<file path="src/rtl/sfx_sample_sequencer_if.sv">
// Bus between the sound sequencer and its driver: game triggers and sample
// requests in, mixed PCM sample and status out.
interface sfx_sample_sequencer_if #(
    parameter int WIDTH = 16
);
    logic                    trig_shot;
    logic                    trig_hit;
    logic                    trig_march;
    logic [1:0]              march_sel;
    logic                    mute;
    logic                    sample_req;
    logic signed [WIDTH-1:0] sample;
    logic                    sample_valid;
    logic [2:0]              busy;
    logic                    overrun;

    modport master (
        output trig_shot, trig_hit, trig_march, march_sel, mute, sample_req,
        input  sample, sample_valid, busy, overrun
    );

    modport slave (
        input  trig_shot, trig_hit, trig_march, march_sel, mute, sample_req,
        output sample, sample_valid, busy, overrun
    );
endinterface

</file>
<file path="src/rtl/sfx_sample_sequencer.sv">
// Three-voice sound effect generator (two square voices, one LFSR noise voice)
// producing one saturated signed PCM sample per request from the I2S stage.
module sfx_sample_sequencer #(
    parameter int          WIDTH      = 16,
    parameter int          AMP        = 4096,
    parameter int          SHOT_HALF  = 24,
    parameter int          SHOT_LEN   = 9600,
    parameter int          HIT_LEN    = 14400,
    parameter int          MARCH_HALF = 60,
    parameter int          MARCH_LEN  = 2400,
    parameter logic [15:0] LFSR_SEED  = 16'hACE1
) (
    input  logic clk,
    input  logic reset,
    sfx_sample_sequencer_if.slave bus
);
    localparam int MARCH_MAX = MARCH_HALF << 3;
    localparam int MAX_HALF  = (SHOT_HALF > MARCH_MAX) ? SHOT_HALF : MARCH_MAX;
    localparam int MAX_LEN0  = (SHOT_LEN > MARCH_LEN) ? SHOT_LEN : MARCH_LEN;
    localparam int MAX_LEN   = (MAX_LEN0 > HIT_LEN) ? MAX_LEN0 : HIT_LEN;
    localparam int PW        = $clog2(MAX_HALF + 1);
    localparam int LW        = $clog2(MAX_LEN + 1);
    localparam int SW        = WIDTH + 2;

    localparam logic signed [SW-1:0] POS    = SW'(AMP);
    localparam logic signed [SW-1:0] NEG    = -POS;
    localparam logic signed [SW-1:0] SAT_HI = SW'((2 ** (WIDTH - 1)) - 1);
    localparam logic signed [SW-1:0] SAT_LO = ~SAT_HI;
    localparam logic [15:0]          LFSR_MASK = 16'hB400;

    localparam logic [1:0] S_IDLE    = 2'd0;
    localparam logic [1:0] S_ADVANCE = 2'd1;
    localparam logic [1:0] S_MIX     = 2'd2;

    logic [1:0]              r_state;
    logic signed [WIDTH-1:0] r_sample;
    logic                    r_valid;
    logic                    r_overrun;
    logic [PW-1:0]           r_march_half;
    logic                    r_hit_active;
    logic [LW-1:0]           r_hit_remaining;
    logic [15:0]             r_lfsr;

    logic                    w_step;
    logic [1:0]              w_sq_trig;
    logic [1:0]              w_sq_active;
    logic [PW-1:0]           w_half [2];
    logic signed [SW-1:0]    w_sq_contrib [2];
    logic signed [SW-1:0]    w_hit_contrib;
    logic signed [SW-1:0]    w_sum;
    logic [WIDTH-1:0]        w_sat;

    assign w_step    = (r_state == S_ADVANCE);
    assign w_sq_trig = {bus.trig_march, bus.trig_shot};
    assign w_half[0] = PW'(SHOT_HALF);
    assign w_half[1] = r_march_half;

    always_ff @(posedge clk) begin
        if (reset) begin
            r_march_half <= '0;
        end else if (bus.trig_march) begin
            r_march_half <= PW'(MARCH_HALF) << bus.march_sel;
        end
    end

    // Square voices: index 0 is the shot, index 1 the march.
    generate
        for (genvar gi = 0; gi < 2; gi++) begin : g_square
            localparam int LEN_I = (gi == 0) ? SHOT_LEN : MARCH_LEN;

            logic          r_active;
            logic [LW-1:0] r_remaining;
            logic [PW-1:0] r_phase;
            logic          r_level;

            always_ff @(posedge clk) begin
                if (reset) begin
                    r_active    <= 1'b0;
                    r_remaining <= '0;
                    r_phase     <= '0;
                    r_level     <= 1'b0;
                end else if (w_sq_trig[gi]) begin
                    r_active    <= 1'b1;
                    r_remaining <= LW'(LEN_I);
                    r_phase     <= '0;
                    r_level     <= 1'b1;
                end else if (w_step && r_active) begin
                    if (r_phase == w_half[gi] - PW'(1)) begin
                        r_phase <= '0;
                        r_level <= ~r_level;
                    end else begin
                        r_phase <= r_phase + PW'(1);
                    end
                    r_remaining <= r_remaining - LW'(1);
                    if (r_remaining == LW'(1)) begin
                        r_active <= 1'b0;
                    end
                end
            end

            assign w_sq_active[gi]  = r_active;
            assign w_sq_contrib[gi] = !r_active ? '0 : (r_level ? POS : NEG);
        end
    endgenerate

    always_ff @(posedge clk) begin
        if (reset) begin
            r_hit_active    <= 1'b0;
            r_hit_remaining <= '0;
            r_lfsr          <= LFSR_SEED;
        end else if (bus.trig_hit) begin
            r_hit_active    <= 1'b1;
            r_hit_remaining <= LW'(HIT_LEN);
            r_lfsr          <= LFSR_SEED;
        end else if (w_step && r_hit_active) begin
            r_lfsr          <= r_lfsr[0] ? ((r_lfsr >> 1) ^ LFSR_MASK) : (r_lfsr >> 1);
            r_hit_remaining <= r_hit_remaining - LW'(1);
            if (r_hit_remaining == LW'(1)) begin
                r_hit_active <= 1'b0;
            end
        end
    end

    assign w_hit_contrib = !r_hit_active ? '0 : (r_lfsr[0] ? POS : NEG);

    always_comb begin
        w_sum = w_sq_contrib[0] + w_sq_contrib[1] + w_hit_contrib;
        if (w_sum > SAT_HI) begin
            w_sat = SAT_HI[WIDTH-1:0];
        end else if (w_sum < SAT_LO) begin
            w_sat = SAT_LO[WIDTH-1:0];
        end else begin
            w_sat = w_sum[WIDTH-1:0];
        end
    end

    // The mix is captured at the end of S_ADVANCE so the sample and its valid
    // pulse are presented throughout S_MIX, two cycles after the request.
    always_ff @(posedge clk) begin
        if (reset) begin
            r_state   <= S_IDLE;
            r_sample  <= '0;
            r_valid   <= 1'b0;
            r_overrun <= 1'b0;
        end else begin
            r_valid <= 1'b0;
            case (r_state)
                S_IDLE: begin
                    if (bus.sample_req) begin
                        r_state <= S_ADVANCE;
                    end
                end
                S_ADVANCE: begin
                    r_sample <= bus.mute ? '0 : w_sat;
                    r_valid  <= 1'b1;
                    r_state  <= S_MIX;
                end
                S_MIX: begin
                    r_state <= S_IDLE;
                end
                default: begin
                    r_state <= S_IDLE;
                end
            endcase
            if (bus.sample_req && (r_state != S_IDLE)) begin
                r_overrun <= 1'b1;
            end
        end
    end

    assign bus.sample       = r_sample;
    assign bus.sample_valid = r_valid;
    assign bus.busy         = {w_sq_active[1], r_hit_active, w_sq_active[0]};
    assign bus.overrun      = r_overrun;
endmodule

</file>
<file path="src/flat_wrapper.sv">
// flat-port wrapper written by rule: the top's interface ports become plain ports
module sfx_sample_sequencer_flat 
#(
    parameter int          WIDTH      = 16,
    parameter int          AMP        = 4096,
    parameter int          SHOT_HALF  = 24,
    parameter int          SHOT_LEN   = 9600,
    parameter int          HIT_LEN    = 14400,
    parameter int          MARCH_HALF = 60,
    parameter int          MARCH_LEN  = 2400,
    parameter logic [15:0] LFSR_SEED  = 16'hACE1
)
  (clk, reset, bus_trig_shot, bus_trig_hit, bus_trig_march, bus_march_sel, bus_mute, bus_sample_req, bus_sample, bus_sample_valid, bus_busy, bus_overrun);
  sfx_sample_sequencer_if #(.WIDTH(WIDTH)) bus_i ();
  input  logic clk;
  input  logic reset;
  input wire logic [$bits(bus_i.trig_shot)-1:0] bus_trig_shot;
  input wire logic [$bits(bus_i.trig_hit)-1:0] bus_trig_hit;
  input wire logic [$bits(bus_i.trig_march)-1:0] bus_trig_march;
  input wire logic [$bits(bus_i.march_sel)-1:0] bus_march_sel;
  input wire logic [$bits(bus_i.mute)-1:0] bus_mute;
  input wire logic [$bits(bus_i.sample_req)-1:0] bus_sample_req;
  output wire logic [$bits(bus_i.sample)-1:0] bus_sample;
  output wire logic [$bits(bus_i.sample_valid)-1:0] bus_sample_valid;
  output wire logic [$bits(bus_i.busy)-1:0] bus_busy;
  output wire logic [$bits(bus_i.overrun)-1:0] bus_overrun;
  assign bus_i.trig_shot = bus_trig_shot;
  assign bus_i.trig_hit = bus_trig_hit;
  assign bus_i.trig_march = bus_trig_march;
  assign bus_i.march_sel = bus_march_sel;
  assign bus_i.mute = bus_mute;
  assign bus_i.sample_req = bus_sample_req;
  assign bus_sample = bus_i.sample;
  assign bus_sample_valid = bus_i.sample_valid;
  assign bus_busy = bus_i.busy;
  assign bus_overrun = bus_i.overrun;
  sfx_sample_sequencer #(.WIDTH(WIDTH), .AMP(AMP), .SHOT_HALF(SHOT_HALF), .SHOT_LEN(SHOT_LEN), .HIT_LEN(HIT_LEN), .MARCH_HALF(MARCH_HALF), .MARCH_LEN(MARCH_LEN), .LFSR_SEED(LFSR_SEED)) u_core (.clk(clk), .reset(reset), .bus(bus_i));
endmodule
</file>
<file path="config.mk">
export PLATFORM = sky130hd
export DESIGN_NAME = sfx_sample_sequencer_flat
export DESIGN_NICKNAME = d
export VERILOG_FILES = /design/src/rtl/sfx_sample_sequencer_if.sv /design/src/rtl/sfx_sample_sequencer.sv /design/src/flat_wrapper.sv
export SDC_FILE = /design/constraint.sdc
export NUM_CORES = 1
export LEC_CHECK = 0
export CORE_MARGIN = 2
export CORE_UTILIZATION = 55
export CTS_CLUSTER_SIZE = 8
export DETAILED_ROUTE_END_ITERATION = 10
export PLACE_DENSITY = 0.75
export SLEW_MARGIN = 40
export SYNTH_ARGS = -nofsm -noshare
export SYNTH_HDL_FRONTEND = slang
export SYNTH_SLANG_ARGS = --single-unit
export TNS_END_PERCENT = 20
</file>
<file path="constraint.sdc">
create_clock -name clk -period 9.1 [get_ports clk]
set_clock_uncertainty 0.1 [all_clocks]
set_input_delay 0.91 -clock clk [delete_from_list [all_inputs] [get_ports clk]]
set_output_delay 0.91 -clock clk [all_outputs]
set_load 0.02 [all_outputs]
</file>
After elaboration in Yosys (flattened, before gate mapping)

Cells that the tools add are included.

Bits in registers: 110
Input port bits: 9
Output and inout port bits: 21
Logic and storage cells: 98

$add $sub $neg: 8
$lt $le $gt $ge: 2
Equal/unequal tests: 7
Shifts and indexed selects: 1
Multiplexer cells: 36
Bitwise gates (word level): 3
Reductions and logical operators: 22

Operators by type and width:

| operator                                                         | number |
|---|---|
| 2-to-1 mux 18 bit                                                | 6 |
| 2-to-1 mux 16 bit                                                | 4 |
| 2-to-1 mux 14 bit                                                | 4 |
| == test 14 x 1 -> 1 bit (second input constant)                  | 3 |
| subtractor 14 x 1 -> 14 bit (second input constant)              | 3 |
| adder 18 bit                                                     | 2 |
| 2-to-1 mux 12 bit                                                | 2 |
| adder 9 x 1 -> 9 bit (second input constant)                     | 2 |
| greater-than comparator 18 x 16 -> 1 bit (second input constant) | 1 |
| < comparator 18 x 16 -> 1 bit (second input constant)            | 1 |
| 2-to-1 mux 9 bit                                                 | 2 |
| nonzero test 2 bit                                               | 9 |
| 2-to-1 mux 1 bit                                                 | 16 |
| AND reduction 2 bit                                              | 5 |
| == test 9 x 5 -> 1 bit (second input constant)                   | 1 |
| == test 9 bit                                                    | 1 |
| << shifter 6 x 2 -> 9 bit (first input constant)                 | 1 |
| subtractor 9 x 1 -> 9 bit (second input constant)                | 1 |
| OR reduction 2 bit                                               | 3 |
| logical AND 1 bit                                                | 4 |
| inverter 3 -> 4 bit                                              | 1 |
| one-hot mux 2 bit (2 select lines)                               | 1 |
| == test 2 x 1 -> 1 bit (second input constant)                   | 1 |
| logical NOT 2 bit                                                | 1 |
| other kinds (3)                                                  | 4 |

Logic depth before layout (Yosys ltp)

Gate-level depths: netlist of the first run.

Word-level depth: 8
Depth in mapped cells: 13
Mapped depth without buffers: 12

Least setup slack after synthesis of the first run

No wires, ideal clock.

Path type: register to register
From: reg u_core.r_lfsr[0]
To: reg u_core.r_sample[13], in the netlist u_core.bus.sample[13]
Setup time: 0.074 ns
Arrival time: 3.053 ns
Required time: 8.926 ns
Path slack: 5.872 ns
Cell stages (with the launch flop): 13
Buffers on the path: 1
Period minus slack after synthesis: 3.228 ns
Cell sequence: dfxtp_1 -> clkbuf_1 -> nand2b_1 -> fa_1 -> inv_1 -> ha_1 -> inv_1 -> fa_1 -> fa_1 -> nand2b_1 -> xnor2_1 -> or3_1 -> a31oi_1

Word-level cells in the longest chain between the ends: 7
Elaborated cells on any way between the ends: 8
Those cells by class: 1 x add/sub; 2 x order compare; 5 x mux

Ends and longest elaborated chain:

| item                              | line                        | source |
|---|---|---|
| from (decl)                       | sfx_sample_sequencer.sv:42  | `logic [15:0] r_lfsr;` |
| from (signal assigned)            | sfx_sample_sequencer.sv:116 | `r_lfsr <= r_lfsr[0] ? ((r_lfsr >> 1) ^ LFSR_MASK) : (r_lfsr >> 1);` |
| 2-to-1 mux 18 bit * (2 in series) | sfx_sample_sequencer.sv:124 | `assign w_hit_contrib = !r_hit_active ? '0 : (r_lfsr[0] ? POS : NEG);` |
| adder 18 bit *                    | sfx_sample_sequencer.sv:127 | `w_sum = w_sq_contrib[0] + w_sq_contrib[1] + w_hit_contrib;` |
| < comparator 18 x 16 -> 1 bit     | sfx_sample_sequencer.sv:130 | `end else if (w_sum < SAT_LO) begin` |
| 2-to-1 mux 16 bit                 | sfx_sample_sequencer.sv:130 |  |
| 2-to-1 mux 16 bit *               | sfx_sample_sequencer.sv:128 | `if (w_sum > SAT_HI) begin` |
| 2-to-1 mux 16 bit *               | sfx_sample_sequencer.sv:154 | `r_sample <= bus.mute ? '0 : w_sat;` |
| to (signal assigned)              | sfx_sample_sequencer.sv:154 |  |
| to (decl)                         | sfx_sample_sequencer.sv:36  | `logic signed [WIDTH-1:0] r_sample;` |

Mark *: on every way between the ends. The rest lies on a longest branch, timed or not.
A chain may end at the register's enable or synchronous reset.

Final worst setup path of the first run

Same ends and word-level chain as after synthesis.

==> results of run 1 <==
## kinds of logic after synthesis
kind of cell               after synthesis  synth area share (%)
and+or+nand+nor                        223                  24.9
DFF                                     97                  42.2
xor gates and xnor gates                65                  12.4
AOI/OAI and AO/OA                       63                  9.11
buffers and inverters                   52                  5.68
adders and majority gates               15                  4.89
muxes                                    4                 0.870
## synthesized netlist by cell type (5+ instances only)
cell,count,area (sq um)
sky130_fd_sc_hd__dfxtp_1,97,1940
sky130_fd_sc_hd__buf_4,17,128
sky130_fd_sc_hd__xnor2_1,34,298
sky130_fd_sc_hd__nor3_1,18,90.1
sky130_fd_sc_hd__a211oi_1,7,52.6
sky130_fd_sc_hd__nor2_1,67,251
sky130_fd_sc_hd__nor4_1,7,43.8
sky130_fd_sc_hd__ha_1,10,125
sky130_fd_sc_hd__a21oi_1,33,165
sky130_fd_sc_hd__inv_1,16,60.1
sky130_fd_sc_hd__and3_1,5,31.3
sky130_fd_sc_hd__nand2_1,53,199
sky130_fd_sc_hd__xor2_1,31,272
sky130_fd_sc_hd__clkbuf_1,16,60.1
sky130_fd_sc_hd__nand3_1,21,105
sky130_fd_sc_hd__nand2b_1,7,43.8
sky130_fd_sc_hd__fa_1,5,100
## how the worst max path moves through the flow
stage	slack [ps]	endpoint	cells after the start	startpoint
after floorplan	5870	u_core.bus.sample[13]$_SDFFE_PP0P_	12	u_core.r_lfsr[0]$_SDFFE_PP1P_
after global placement	5870	u_core.bus.sample[13]$_SDFFE_PP0P_	11	u_core.r_lfsr[0]$_SDFFE_PP1P_
after detailed placement	5770	u_core.bus.sample[13]$_SDFFE_PP0P_	11	u_core.g_square[1].r_active$_SDFFE_PP0P_
after CTS	5750	u_core.bus.sample[13]$_SDFFE_PP0P_	11	u_core.g_square[1].r_active$_SDFFE_PP0P_
after global routing	5510	u_core.bus.sample[13]$_SDFFE_PP0P_	11	u_core.g_square[1].r_active$_SDFFE_PP0P_
final	5760	u_core.bus.sample[13]$_SDFFE_PP0P_	11	u_core.r_lfsr[0]$_SDFFE_PP1P_
## cell type report
class / count / area share (%)
inverter: 16 / 1.19
clock inverter: 6 / 1.29
sequential: 97 / 38.6
tap: 105 / 2.61
clock buffer: 10 / 2.73
multi-input combinational: 370 / 47.7
timing repair buffer: 30 / 5.92
## state kept, by name (all words and copies together), names as in the netlist
name,flops
u_core.g_square.r_remaining,28
u_core.g_square.r_phase,18
u_core.r_lfsr,16
u_core.r_hit_remaining,14
u_core.r_march_half,7
u_core.bus.sample,5
u_core.g_square.r_active,2
u_core.g_square.r_level,2
u_core.r_state,2
u_core.bus.overrun,1
u_core.bus.sample_valid,1
u_core.r_hit_active,1
## layer usage
layer | share of wire (%) | up-vias | global-route usage (%)
met5 | 0 | - | 0
met4 | 1.2 | 0 | 6.31
met3 | 3.6 | 12 | 5.61
met2 | 48 | 36 | 35.1
met1 | 47 | 1577 | 23.7
li1 | - | 1757 | -
## worst max-delay path, delay by kind of cell, from the launching register on
| kind | cells | cell delay (ps) |
|---|---|---|
| AOI/OAI and AO/OA | 1 | 180 |
| xor gates and xnor gates | 1 | 120 |
| DFF | 1 | 390 |
| buffers and inverters | 2 | 240 |
| adders and majority gates | 4 | 1600 |
| and+or+nand+nor | 3 | 650 |
## per-stage QoR
step	area (sq um)	power [mW]	util (%)
floorplan	4600	0.537	-
global placement	4830	0.559	59.1
detailed placement	4830	0.562	59.1
CTS	5030	0.848	61.6
global route	5030	0.877	61.6
finish	5030	0.838	61.6
## power breakdown
part           internal, mW  switching, mW  leakage [nW]
logic                0.0455         0.0552         0.879
registers             0.437         0.0144         0.791
clock network         0.135          0.151         0.103
==> flow_results.org, run 1 <==
** Run status
- The flow ran to the end, and the final reports show no timing, DRC or antenna violations.

** Setup path
- Along the worst path, the maximum fanout reaches 6.
- The worst setup path is captured at a flop.
- Critical path's slowest cell :: sky130_fd_sc_hd__fa_1
- Cell mode on critical path :: sky130_fd_sc_hd__fa_1
- Cells traversed along the worst timing path :: nand2b_1 > fa_1 > inv_1 > ha_1 > inv_1 > fa_1 > fa_1 > nand2b_1 > xnor2_1 > or3_1 > a31oi_1
- Capturing point of the worst reg2reg path :: u_core.bus.sample[13]$_SDFFE_PP0P_
- The critical path is of the reg2reg type.
- At the worst endpoint, the arrival time is ~3500 ps.
- Longest individual stage delay on the worst path :: 540 ps
- Reg2Reg Depth :: 11
- Reg2reg setup slack :: slightly below 6000 ps
- STA classifies the critical path startpoint as a flop.
- Required @ worst endpoint :: 9290 ps
- FF-to-FF Start :: u_core.r_lfsr[0]$_SDFFE_PP1P_

** Floorplan
- In this run the horizontal extent of the chip is between 90 and 100 um.
- Ports placed on the boundary :: 30
- From bottom edge to top edge, the die measures between 90 and 100 um.
- The initialized floorplan defines 33 standard-cell rows.
- Initial core utilization :: 56.3%
- The die covers 9120 sq um.
- CORE AREA :: ~8000 sq um

** Worst hold path
- Worst hold path stage count :: 2
- The path class of the tightest hold or removal check is reg2reg.
- In this run the most critical hold path is launched from u_core.r_lfsr[10]$_SDFFE_PP1P_.
- End point of the most critical hold path :: u_core.r_lfsr[9]$_SDFFE_PP0P_

** Clocking
- Hold-fix buffer count after cts :: 0
- The H-tree generated during clock tree synthesis spans 3 levels.
- In this run the deepest clock path goes through 2 buffers.
- The number of clock buffers added by TritonCTS is 9.
- Clock-pin slew was measured on the worst setup and hold paths at 90 ps.
- In this run the post-CTS setup repair buffer count came out at 0.
- Num Clock Sinks :: 97
- Post-CTS repair changed the size of 0 cells.
- Clock root buffer :: sky130_fd_sc_hd__clkbuf_8
- Clock latency on the worst-skew pair, taken at its later pin, is about 360 ps.
- CTS tree :: done

** STA
- Hold is met by between 300 and 400 ps.
- Timing-limited maximum frequency :: about 300 MHz
- The number of endpoints with negative hold slack in the final report came to 0.
- Count of endpoints failing setup in the final report :: 0
- The number of max-slew violations in the final report is 0.
- Setup repair after global routing left no endpoint under its margin.
- After layout, the worst setup slack is 5760 ps.
- Final worst-path cycle share :: a little over a third
- The worst path needs between 3000 and 4000 ps of the cycle, external delays included.
- Slew at the pin closest to its max-slew limit :: 726 ps
- Measured against its own limit, the worst slew margin works out to between 50% and 60%.
- Sum of negative setup slack :: 0 ps

** Placement
- In this run the tool buffered the top-level ports with 29 buffer cells.
- Including well taps, the total number of placed cells is between 600 and 700.
- Dpl ws :: roughly 5800 ps
- HPWL reported at the end of detailed placement :: roughly 6000 um
- Routability-driven placement finished with a final weighted congestion of approximately 0.85.

** Route
- Once detail routing completed, the nets flagged for antenna violations numbered 0.
- Detailed router's first-iteration violation count :: around 100
- Iteration count of the initial detailed-routing pass :: 4
- The routed layout has approximately 3,400 vias.
- The final layout contains routed wiring with a total length of about 8600 um.
- Count of unresolved DRC violations after routing :: 0
- After detailed routing, the number of vias per cell comes to ~5.3.
- Post-DR wirelength/cell :: between 10 and 15 um

** Yosys
- Counting flops with an async set or reset pin after synthesis yields a share of 0%.
- Synthesized netlist net count :: between 500 and 600
- Counting flops with a built-in enable in the synthesized netlist gives 0.
- Mean area per synthesized cell :: approximately 9 sq um
- The mapped netlist covers 4600 sq um.
- For this run, the leading register cell type out of synthesis is sky130_fd_sc_hd__dfxtp_1.
- Sequential element share of the synthesized area :: between 40% and 50%
- During synthesis, Yosys emitted a total of 0 warnings.
- Post-synthesis register bit count :: a little under 100
- Post-synthesis instance total :: slightly above 500
- Unique masters post-synth :: 57

** Cells and area
- Synthesis-to-layout area growth :: 9.35%
- Area occupied by registers :: 1940 sq um
- For this run, the post-layout net count is between 500 and 600.
- Final cell count without fillers :: between 600 and 700
- Share of cells above drive strength 1 :: 6.05%
- Commonest cells after routing, fill and taps aside :: sky130_fd_sc_hd__dfxtp_1, sky130_fd_sc_hd__nor2_1, sky130_fd_sc_hd__nand2_1
- After filler insertion, the fill cell instance count of the layout stands at approximately 730.
- The repair_antennas step left the layout with diodes totalling 0.
- Multi-input combinational cell area :: about 2400 sq um
- Most common library cell in the layout ignoring fill and taps :: sky130_fd_sc_hd__dfxtp_1

** Power
- For this design the static power due to leakage is between 1.5 and 2 nW.
- The worst-case IR drop observed on VDD is between 0.0001 and 0.00015 V.
- Power density over cell area :: about 170 nW/um^2

** Flow run
- The tool flagged a number of max-cap violations equal to 0.

** Global routing
- For this run, the total global-route usage over all layers was measured as between 20% and 30%.
- First-pass GRT wire length :: between 10,000 and 15,000 um
- The initial antenna violation count was 0.
- The via count of the first global-routing pass is roughly 3,300.
- Maximum number of pins on one net before global-route repair :: 38
- After global routing the overflow that remains totals 0.
No activity file was read; power rests on OpenSTA's default activity.
==> run 2: changes to the inputs <==
Settings changed: CORE_UTILIZATION 55 to 53, PLACE_DENSITY 0.75 to 0.76.
Clock period 9.1 ns to 2.8 ns, I/O delays scaled along.
==> flow_results.org, run 2 (synthesis gave the netlist of run 1 again) <==
** Route
- Avg Vias per Cell :: 5.29 (-0.91%)
- Post-DR wirelength/cell :: 13.3 um (-1.7%)
- Iteration count of the initial detailed-routing pass :: 4 (unchanged)
- The number of antenna-violating nets in the routed design came to 0 (unchanged).
- The number of remaining DRC errors came to 0 (unchanged).
- Detailed router's first-iteration violation count :: 98 (-5.8%)
- Sum of routed wire length over all layers :: 8610 um (+0.33%)
- The total via count after detailed routing was 3,420 (+1.1%).

** Clocking
- Num Clock Sinks :: 97 (unchanged)
- The number of CTS-inserted buffers came to 9 (unchanged).
- The maximum count of clock buffers along a single path came to 2 (unchanged).
- The number of hold buffers added after CTS was 0 (unchanged).
- Clock root buffer :: sky130_fd_sc_hd__clkbuf_8
- The number of H-tree levels was 3 (unchanged).
- The clock network latency to the later pin of the worst-skew pair came to 360 ps (about the same).
- CTS tree :: done
- Clk pin slew, worst setup/hold paths :: 90 ps (about the same)
- Post-CTS Setup Bufs :: 0 (unchanged)

** Global routing
- Number of global-route vias before repair :: 3,307 (+0.030%)
- Met3 GRT Util :: 3.67% (-1.9 points)
- The overflow left after global routing came to 0 (unchanged).
- Maximum number of pins on one net before global-route repair :: 20 (-47%)
- The met1 track demand over resource came to 24.7% (+0.95 points).
- Antenna violations before repair :: 0 (unchanged)
- met2 is the most crowded layer.
- First-pass GRT wire length :: 15,000 um (+3.4%)
- GRT met2 Usage :: 32.0% (-3.1 points)
- The total track usage came to 19.1% (-0.96 points).

** Placement
- The last weighted congestion value of the routability-driven placer was 0.786 (-7.8%).
- Count of input and output buffers :: 29 (unchanged)
- Dpl ws :: -209 ps (-5980 ps)
- The post-detailed-placement half-perimeter wirelength was 6180 um (+2.9%).

** STA
- The clock period minus final worst setup slack came to 2990 ps (-348 ps).
- Count of endpoints failing setup in the final report :: 4 (+4)
- Setup repair after global routing could not meet its margin everywhere.
- The slew at the pin closest to its max-slew limit came to 598 ps (-128 ps).
- The setup TNS came to -733 ps (-733 ps).
- The final worst setup slack came to -188 ps (-5950 ps).
- The maximum operating frequency was 335 MHz (+12%).
- The headroom to the max-slew limit came to 60.0% (+8.4 points).
- The number of endpoints with negative hold slack in the final report was 0 (unchanged).
- Final worst-path cycle share :: 107% (+70 points)
- The number of max-slew violations in the final report came to 0 (unchanged).

** Cells and area
- The number of diodes is 0 (unchanged).
- Multi-input combinational cell area :: 2430 sq um (+1.1%)
- Top flop regs :: u_core.g_square.r_remaining x28, u_core.g_square.r_phase x18, u_core.r_lfsr x16
- Share of cells above drive strength 1 :: 9.41% (+3.4 points)
- Fillers :: 690 (-5.2%)
- The register with the most flip-flops in the final layout is u_core.g_square.r_remaining.
- The number of nets in the layout was 561 (+2.4%).
- Compared with the post-synthesis result, the final layout area differs by 11.9%.
- Largest register FFs :: 28 (unchanged)
- Area occupied by registers :: 1940 sq um (about the same)
- Leaving out fill and tap cells, the most frequent cell in the layout is sky130_fd_sc_hd__dfxtp_1.
- The top cell types in the final layout, fill and taps aside, are sky130_fd_sc_hd__dfxtp_1, sky130_fd_sc_hd__nor2_1, sky130_fd_sc_hd__nand2_1.

** Worst hold path
- Type of the worst min-delay path :: reg2reg
- Worst hold path stage count :: 2 (unchanged)
- The worst hold path terminates at u_core.r_lfsr[4]$_SDFFE_PP0P_.
- In this run the most critical hold path is launched from u_core.r_lfsr[5]$_SDFFE_PP1P_.

** Power
- The total chip power came to 2.73 mW (+230%).
- Static Leakage :: 1.85 nW (+4.1%)
- Maximum vdd drop :: 0.000251 V (+140%)
- The power per cell area is 530 nW/um^2 (+220%).

** Floorplan
- Site row count :: 33 (unchanged)
- The initial cell density of the core was 55.5% (-0.84 points).
- CORE AREA :: 8300 sq um (+1.5%)
- Ports placed on the boundary :: 30 (unchanged)
- The width of the chip came to 97.2 um (+1.8%).
- Vertical die dimension :: 97.2 um (+1.8%)
- The total die area is 9450 sq um (+3.6%).

** Setup path
- The worst register-to-register path begins at u_core.g_square[1].r_level$_SDFFE_PP0P_.
- The worst register-to-register path ends at u_core.bus.sample[11]$_SDFFE_PP0P_.
- CP Class :: reg2reg
- Maximum fanout along the worst path :: 4 (-2)
- Required @ worst endpoint :: 2990 ps (-6300 ps)
- Reg2reg setup slack :: -190 ps (-5950 ps)
- STA classifies the critical path startpoint as a flop.
- The number of cells traversed by the worst register-to-register path was 11 (unchanged).
- The data arrival time of the critical path came to 3180 ps (-340 ps).
- The worst setup path is captured at a flop.

** Run status
- Violated checks :: setup timing
- Run status :: complete, but fails checks

** Flow run
- Count of maximum capacitance violations :: 0 (unchanged)
-- run 2: cell count changes in the layout (fill, tap and decap cells not counted), sizes merged --
| cell | previous run | this run |
|---|---|---|
| clkinvlp | 1 | 0 |
| clkbuf | 10 | 11 |
| buf | 1 | 14 |
-- run 2: final cells by class --
type | instances | share of cell area [%]
multi-input combinational | 370 | 47.1
sequential | 97 | 37.7
timing repair buffer | 43 | 7.67
clock buffer | 11 | 2.74
tap | 105 | 2.55
inverter | 16 | 1.17
clock inverter | 5 | 1.04
-- run 2: routing by layer --
layer / vias up / share of wire (%)
li1: 1781 / -
met1: 1594 / 47
met5: - / 0
met2: 35 / 49
met3: 10 / 2.7
met4: 0 / 1.1
-- run 2: worst max-delay path: stages (launching register included) --
cell	delay, ps
sky130_fd_sc_hd__dfxtp_1	320
sky130_fd_sc_hd__nand2b_4	140
sky130_fd_sc_hd__fa_1	500
sky130_fd_sc_hd__inv_2	80
sky130_fd_sc_hd__ha_1	150
sky130_fd_sc_hd__inv_1	60
sky130_fd_sc_hd__fa_2	340
sky130_fd_sc_hd__fa_1	510
sky130_fd_sc_hd__nand2b_1	70
sky130_fd_sc_hd__xnor2_1	120
sky130_fd_sc_hd__or3_4	400
sky130_fd_sc_hd__a21oi_1	130
-- run 2: worst max path at each step --
stage / slack (ps) / end / start
6_report: -190 / u_core.bus.sample[11]$_SDFFE_PP0P_ / u_core.g_square[1].r_level$_SDFFE_PP0P_
5_1_grt: -310 / u_core.bus.sample[12]$_SDFFE_PP0P_ / u_core.g_square[1].r_level$_SDFFE_PP0P_
4_1_cts: -200 / u_core.bus.sample[13]$_SDFFE_PP0P_ / u_core.g_square[0].r_level$_SDFFE_PP0P_
3_5_place_dp: -210 / u_core.bus.sample[13]$_SDFFE_PP0P_ / u_core.g_square[0].r_level$_SDFFE_PP0P_
3_3_place_gp: -130 / u_core.bus.sample[13]$_SDFFE_PP0P_ / u_core.g_square[0].r_level$_SDFFE_PP0P_
2_1_floorplan: -260 / u_core.bus.sample[12]$_SDFFE_PP0P_ / u_core.r_lfsr[0]$_SDFFE_PP1P_
-- run 2: timing repair --
| action | 4_1_cts | 5_1_grt |
|---|---|---|
| pin swaps | 0 | 1 |
| setup endpoints to repair | 4 | 4 |
| resized for setup | 2 | 2 |
-- run 2: power breakdown --
| group | internal (mW) | switching, mW | total [mW] |
|---|---|---|---|
| Sequential | 1.42 | 0.0438 | 1.47 |
| Clock | 0.437 | 0.468 | 0.904 |
| Combinational | 0.168 | 0.192 | 0.360 |
| Total | 2.03 | 0.703 | 2.73 |
-- run 2: stage by stage --
step / hold slack, ps / cells / cell area (sq um) / util, %
2_1_floorplan: 279 / 519 / 4620 / -
3_3_place_gp: 338 / 631 / 4940 / 59.5
3_5_place_dp: 344 / 631 / 4940 / 59.5
4_1_cts: 356 / 647 / 5150 / 62.0
5_1_grt: 372 / 647 / 5150 / 62.1
6_report: 355 / 647 / 5150 / 62.1
